[config.mk]
export PLATFORM = sky130hd
export DESIGN_NAME = redmule_x_pad_ctrl
export DESIGN_NICKNAME = d
export VERILOG_FILES = /design/src/rtl/redmule_pkg.sv /design/src/rtl/redmule_x_pad_ctrl.sv
export SDC_FILE = /design/constraint.sdc
export NUM_CORES = 1
export LEC_CHECK = 0
export BUFFER_PORTS_ARGS = -buffer_cell sky130_fd_sc_hd__clkbuf_2
export CORE_ASPECT_RATIO = 0.8
export CORE_MARGIN = 2
export CORE_UTILIZATION = 43
export CTS_CLUSTER_SIZE = 10
export DETAILED_ROUTE_END_ITERATION = 10
export GPL_TIMING_DRIVEN = 0
export PLACE_DENSITY = 0.66
export SKIP_LAST_GASP = 1
export SYNTH_ARGS = -nofsm -noshare
export SYNTH_HDL_FRONTEND = slang
export SYNTH_SLANG_ARGS = --single-unit
[constraint.sdc]
create_clock -name clk_i -period 6.4 [get_ports clk_i]
set_clock_uncertainty 0.05 [all_clocks]
set_input_delay 0.32 -clock clk_i [delete_from_list [all_inputs] [get_ports clk_i]]
set_output_delay 0.32 -clock clk_i [all_outputs]
set_load 0.005 [all_outputs]
[src/rtl/redmule_pkg.sv]
// Shared RedMulE types.
// Holds the X-pad sequencer state encoding.
package redmule_pkg;

    typedef enum logic [1:0] {
        IDLE,
        FILL,
        SETTLE,
        DRAIN
    } x_pad_ctrl_state_e;

endpackage

[src/rtl/redmule_x_pad_ctrl.sv]
// X-pad SCM sequencer: fills rows from the streamer, zero-pads the
// rows past the tile height, then drains columns to the consumer.
module redmule_x_pad_ctrl
    import redmule_pkg::*;
#(
    parameter int unsigned ROWS = 8,
    parameter int unsigned COLS = 8,
    localparam int unsigned RW  = $clog2(ROWS + 1),
    localparam int unsigned CW  = $clog2(COLS + 1),
    localparam int unsigned RAW = $clog2(ROWS),
    localparam int unsigned CAW = $clog2(COLS)
) (
    input  logic           clk_i,
    input  logic           rst_i,
    input  logic           clear_i,
    input  logic           start_i,
    input  logic [RW-1:0]  rows_i,
    input  logic [CW-1:0]  cols_i,
    input  logic           in_valid_i,
    output logic           in_ready_o,
    output logic           out_valid_o,
    input  logic           out_ready_i,
    output logic           out_last_o,
    output logic           scm_write_en_o,
    output logic [RAW-1:0] scm_write_addr_o,
    output logic           scm_wdata_zero_o,
    output logic           scm_read_en_o,
    output logic [CAW-1:0] scm_read_addr_o,
    output logic           scm_clear_o,
    output logic           busy_o,
    output logic           done_o
);

    x_pad_ctrl_state_e state_q, state_d;
    logic [RW-1:0] rows_q, rows_d, r_q, r_d, rows_cl;
    logic [CW-1:0] cols_q, cols_d, c_q, c_d, oc_q, oc_d, cols_cl;
    logic          valid_q, valid_d, done_q, done_d;
    logic          last, hs, done_now;

    assign rows_cl = (rows_i > RW'(ROWS)) ? RW'(ROWS) : rows_i;
    assign cols_cl = (cols_i > CW'(COLS)) ? CW'(COLS) : cols_i;

    // oc_q tracks the column currently held on the output
    assign last = valid_q && (oc_q == cols_q - CW'(1));
    assign hs   = valid_q && out_ready_i;

    always_comb begin
        state_d          = state_q;
        rows_d           = rows_q;
        cols_d           = cols_q;
        r_d              = r_q;
        c_d              = c_q;
        oc_d             = oc_q;
        valid_d          = valid_q;
        done_d           = 1'b0;
        done_now         = 1'b0;
        in_ready_o       = 1'b0;
        scm_write_en_o   = 1'b0;
        scm_write_addr_o = '0;
        scm_wdata_zero_o = 1'b0;
        scm_read_en_o    = 1'b0;
        scm_read_addr_o  = '0;
        unique case (state_q)
            IDLE: begin
                if (start_i) begin
                    rows_d  = rows_cl;
                    cols_d  = cols_cl;
                    r_d     = '0;
                    c_d     = '0;
                    oc_d    = '0;
                    valid_d = 1'b0;
                    if (rows_cl == '0 || cols_cl == '0) begin
                        done_d = 1'b1;
                    end else begin
                        state_d = FILL;
                    end
                end
            end
            FILL: begin
                scm_write_addr_o = r_q[RAW-1:0];
                if (r_q < rows_q) begin
                    in_ready_o     = 1'b1;
                    scm_write_en_o = in_valid_i;
                end else begin
                    scm_write_en_o   = 1'b1;
                    scm_wdata_zero_o = 1'b1;
                end
                if (scm_write_en_o) begin
                    r_d = r_q + RW'(1);
                    if (r_q == RW'(ROWS - 1)) begin
                        state_d = SETTLE;
                    end
                end
            end
            SETTLE: begin
                state_d = DRAIN;
            end
            DRAIN: begin
                scm_read_en_o   = (c_q < cols_q) && (!valid_q || out_ready_i);
                scm_read_addr_o = c_q[CAW-1:0];
                if (scm_read_en_o) begin
                    c_d     = c_q + CW'(1);
                    valid_d = 1'b1;
                end else if (hs) begin
                    valid_d = 1'b0;
                end
                if (hs) begin
                    oc_d = oc_q + CW'(1);
                    if (last) begin
                        done_now = 1'b1;
                        state_d  = IDLE;
                    end
                end
            end
            default: state_d = IDLE;
        endcase
        if (clear_i) begin
            state_d        = IDLE;
            r_d            = '0;
            c_d            = '0;
            oc_d           = '0;
            valid_d        = 1'b0;
            done_d         = 1'b0;
            done_now       = 1'b0;
            in_ready_o     = 1'b0;
            scm_write_en_o = 1'b0;
            scm_read_en_o  = 1'b0;
        end
    end

    always_ff @(posedge clk_i or posedge rst_i) begin
        if (rst_i) begin
            state_q <= IDLE;
            rows_q  <= '0;
            cols_q  <= '0;
            r_q     <= '0;
            c_q     <= '0;
            oc_q    <= '0;
            valid_q <= 1'b0;
            done_q  <= 1'b0;
        end else begin
            state_q <= state_d;
            rows_q  <= rows_d;
            cols_q  <= cols_d;
            r_q     <= r_d;
            c_q     <= c_d;
            oc_q    <= oc_d;
            valid_q <= valid_d;
            done_q  <= done_d;
        end
    end

    assign out_valid_o = valid_q;
    assign out_last_o  = last;
    assign scm_clear_o = clear_i;
    assign busy_o      = (state_q != IDLE);
    assign done_o      = done_q | done_now;

endmodule

==> results_dict.tcl <==
set metrics [dict create \
    status "finished clean" \
    cp_top_family "compound AO/OA/AOI/OAI gates" \
    crit_path_cell_trace "inv_1, ha_1, a21o_1, a21o_1, a221oi_2, nor2b_1, clkbuf_2" \
    detail_route.vias_per_cell 5.35 \
    top_level_port_count 29 \
    synth.area.top_cells "dfrtp_1 (38%), ha_1 (10%), nand2b_1 (5.5%)" \
    cell_internal_pwr_uw 345 \
    max_freq_ghz 0.391 \
    h-tree-depth 1 \
    synth_seq_cells 24 \
    critPathKind "register to primary output" \
    dp_cells 247 \
    share_of_post_route_cells_with_drive_strength_above_1_pct 20.2 \
    synth_enable_flop_cells 0 \
    seq_area_frac_synth_pct 37.6 \
    cts-resized-gates 0 \
    finalWirelength_um 3440 \
    worstSetupStartpointType "register" \
    worstRegToRegCells 6 \
    dieArea_mm2 0.00422 \
    fraction_of_power_spent_switching_nets_pct 40.8 \
    global_route.peak_usage_layer "met2" \
    min-delay-path-class "input pin to async pin" \
    synthesis_to_layout_area_growth_pct 14.6 \
    seqPwrFrac_pct 37.2 \
    fillCellCount 331 \
    rr_startpoint "r_q[2]" \
    post_drt_wl_per_cell_um 13.8 \
    critical_path.slowest_cell "a221oi_2" \
    dr_total_vias 1337 \
    timing.reg2reg.setup_slack_ns 4.09 \
    netSwitchingPower_uw 237 \
    synthArstFlopShare_pct 100 \
    mappedNetlistArea_mm2 0.00160 \
    worst-path-max-fanout 8 \
    grt.met3_usage_pct 3.60 \
    yosysTopAreaCellShare_pct 37.6 \
    most_used_standard_cell_by_instance_count_after_synthesis "dfrtp_1" \
    die_x_um 72.2 \
    clk_pin_slew_worst_paths_ns 0.09 \
    timing.max_cap.violations 0 \
    synth.avg_cell_area_um2 9.03 \
    reg2reg_to "state_q[0]" \
    cp.required_ns 6.03 \
    layout_min_cycle_time_ns 2.56 \
    cts_made_buffers 3 \
    worst-path-buf-inv 2 \
    max_slew_margin_pct 38.9 \
    layout_worst_path_cycle_share_pct 40.0 \
    grt.met2_usage_pct 29.0 \
    synthesis.instances 177 \
    n_diodes 0 \
    post-cts-setup-buffers 0 \
    first_global_vias 1288 \
    dr.pass1.iters 4 \
    slew_worst_pin_ns 0.915 \
    global_route.usage.total_pct 17.8 \
    area_leader_netlist "dfrtp_1" \
    final-hold-violation-count 0 \
    power_frac_comb_pct 47.3 \
    power.share.clock_pct 15.4 \
    postLayoutCellArea_mm2 0.00183 \
    gpl.final_weighted_congestion 0.822 \
    synthesis.nets 204 \
    worstPathArrival_ns 2.19 \
    fin_nets 237 \
    rsz_0062_raised_after_global_routing "false" \
    dp_hpwl_um 2690 \
    ir_drop_uv 193 \
    number_of_core_rows 19 \
    clock_tree_from_tritoncts "built" \
    die_h_um 58.5 \
    grt_start_max_net_pins 25 \
    end_kind "primary output" \
    yosys_cell_types 46 \
    grt_first_pass_wirelength_um 5930 \
    setup_tns_after_final_layout_ns 0 \
    final_max_slew_viol_count 0 \
    number_of_i_o_port_buffers 28 \
    final-instance-count-excl-fill 250 \
    grt_overflow 0 \
    power_density_mw_per_mm2 318 \
    timing.critical_path.mode_cell "a21o_1" \
    detail_route.drc_violations 0 \
    ys_top_cells_by_count "dfrtp_1 (24), nand2_1 (16), o21ai_0 (16)" \
    cpPeakStageDelay_ns 0.50 \
    layout.core_utilization_pct 52.4 \
    clkLatencyLatePin_ns 0.27 \
    coreArea_mm2 0.00349 \
    design_power_total_uw 582 \
    ctsLongestPathBuffers 2 \
    setup-violations-final 0 \
    p_leak_uw 0.000896 \
    root_buffer "clkbuf_8" \
    detailed_place.area_mm2 0.00179 \
    number_of_drc_violations_after_detailed_routing_iteration_0 87 \
    ys_dominant_reg_cell "dfrtp_1" \
    cts-hold-fix-buffers 0 \
    synth.yosys.warnings 0 \
    effective_utilization_at_floorplan_pct 45.7 \
    ant_nets 0 \
    initial_antenna_violation_count 0 \
    cts.sink_count 24 \
    gr-usage-met1_pct 25.7 \
]
[final cells by class]
cell class                 count  area, um2  area share [%]
multi-input combinational    134        915            49.9
sequential                    24        601            32.8
timing repair buffer          28        140            7.65
inverter                      15       56.3            3.07
tap                           42       52.6            2.87
clock buffer                   3       41.3            2.25
buffer                         4       26.3            1.43
[routing by layer]
layer,share of wire (%),up-vias,wire [um]
met5,0,-,0
met4,0.49,0,17
met3,4.0,2,138
met2,47,29,1610
met1,49,631,1680
li1,-,675,-
[worst max path at each step]
stage	cells past startpoint	startpoint	end	slack [ns]
floorplan	6	r_q[2]	state_q[0]	4.36
global placement	6	r_q[2]	state_q[0]	4.16
detailed placement	6	r_q[2]	state_q[0]	4.15
CTS	7	cols_q[1]	scm_read_en_o	3.87
global route	7	cols_q[1]	scm_read_en_o	3.68
finish	7	cols_q[1]	scm_read_en_o	3.84
[sequential cells by signal, summed over array words and instances, names as in the netlist]
signal,count
c_q,4
oc_q,4
rows_q,4
done_q,1
cols_q,4
state_q,2
out_valid_o,1
r_q,4
[worst reg2reg max path, cell delays in order, from the launching register on]
cell      delay (ns)
dfrtp_1         0.44
ha_1            0.30
o21ai_0         0.11
o21ai_2         0.24
nand4b_1        0.13
a222oi_1        0.55
mux2_1          0.38
[power groups by stage]
stage / clock network, uW / registers [uW] / logic, uW
2_1_floorplan: 0 / 210 / 215
4_1_cts: 92.6 / 217 / 277
5_1_grt: 101 / 222 / 314
3_3_place_gp: 0 / 217 / 266
6_report: 89.9 / 217 / 276
3_5_place_dp: 0 / 220 / 275
[kinds of logic after synthesis]
group	share of synthesized area, %
mux	3.37
flops	37.6
compound gates	17.2
xor+xnor	3.29
simple gates	23.3
buf+inv	5.17
fa+ha+maj	10.2
[layout by cell type (no fill, tap or decap), types with 2 or more instances in the layout]
| cell type | instances |
|---|---|
| clkbuf_2 | 28 |
| nand3_1 | 5 |
| inv_1 | 15 |
| nor2b_1 | 3 |
| a21o_1 | 2 |
| dfrtp_1 | 24 |
| o21ai_0 | 16 |
| and2_1 | 6 |
| o21ai_1 | 5 |
| a21oi_1 | 3 |
| o21bai_1 | 2 |
| ha_1 | 13 |
| a31o_1 | 2 |
| mux2_2 | 2 |
| mux2i_1 | 2 |
| nand2b_1 | 14 |
| nor2_1 | 10 |
| nor4_1 | 2 |
| a32o_1 | 2 |
| xnor2_1 | 6 |
| nand2_1 | 16 |
| clkbuf_8 | 3 |
| clkbuf_1 | 2 |
[metrics by stage]
stage                     setup WS (ns)  hold slack [ns]
final                              3.84            0.170
after global routing               3.68            0.258
after CTS                          3.87            0.215
after detailed placement           4.15            0.428
after global placement             4.16            0.418
after floorplan                    4.36            0.285
Note: power is estimated with default switching activity, not from simulation.
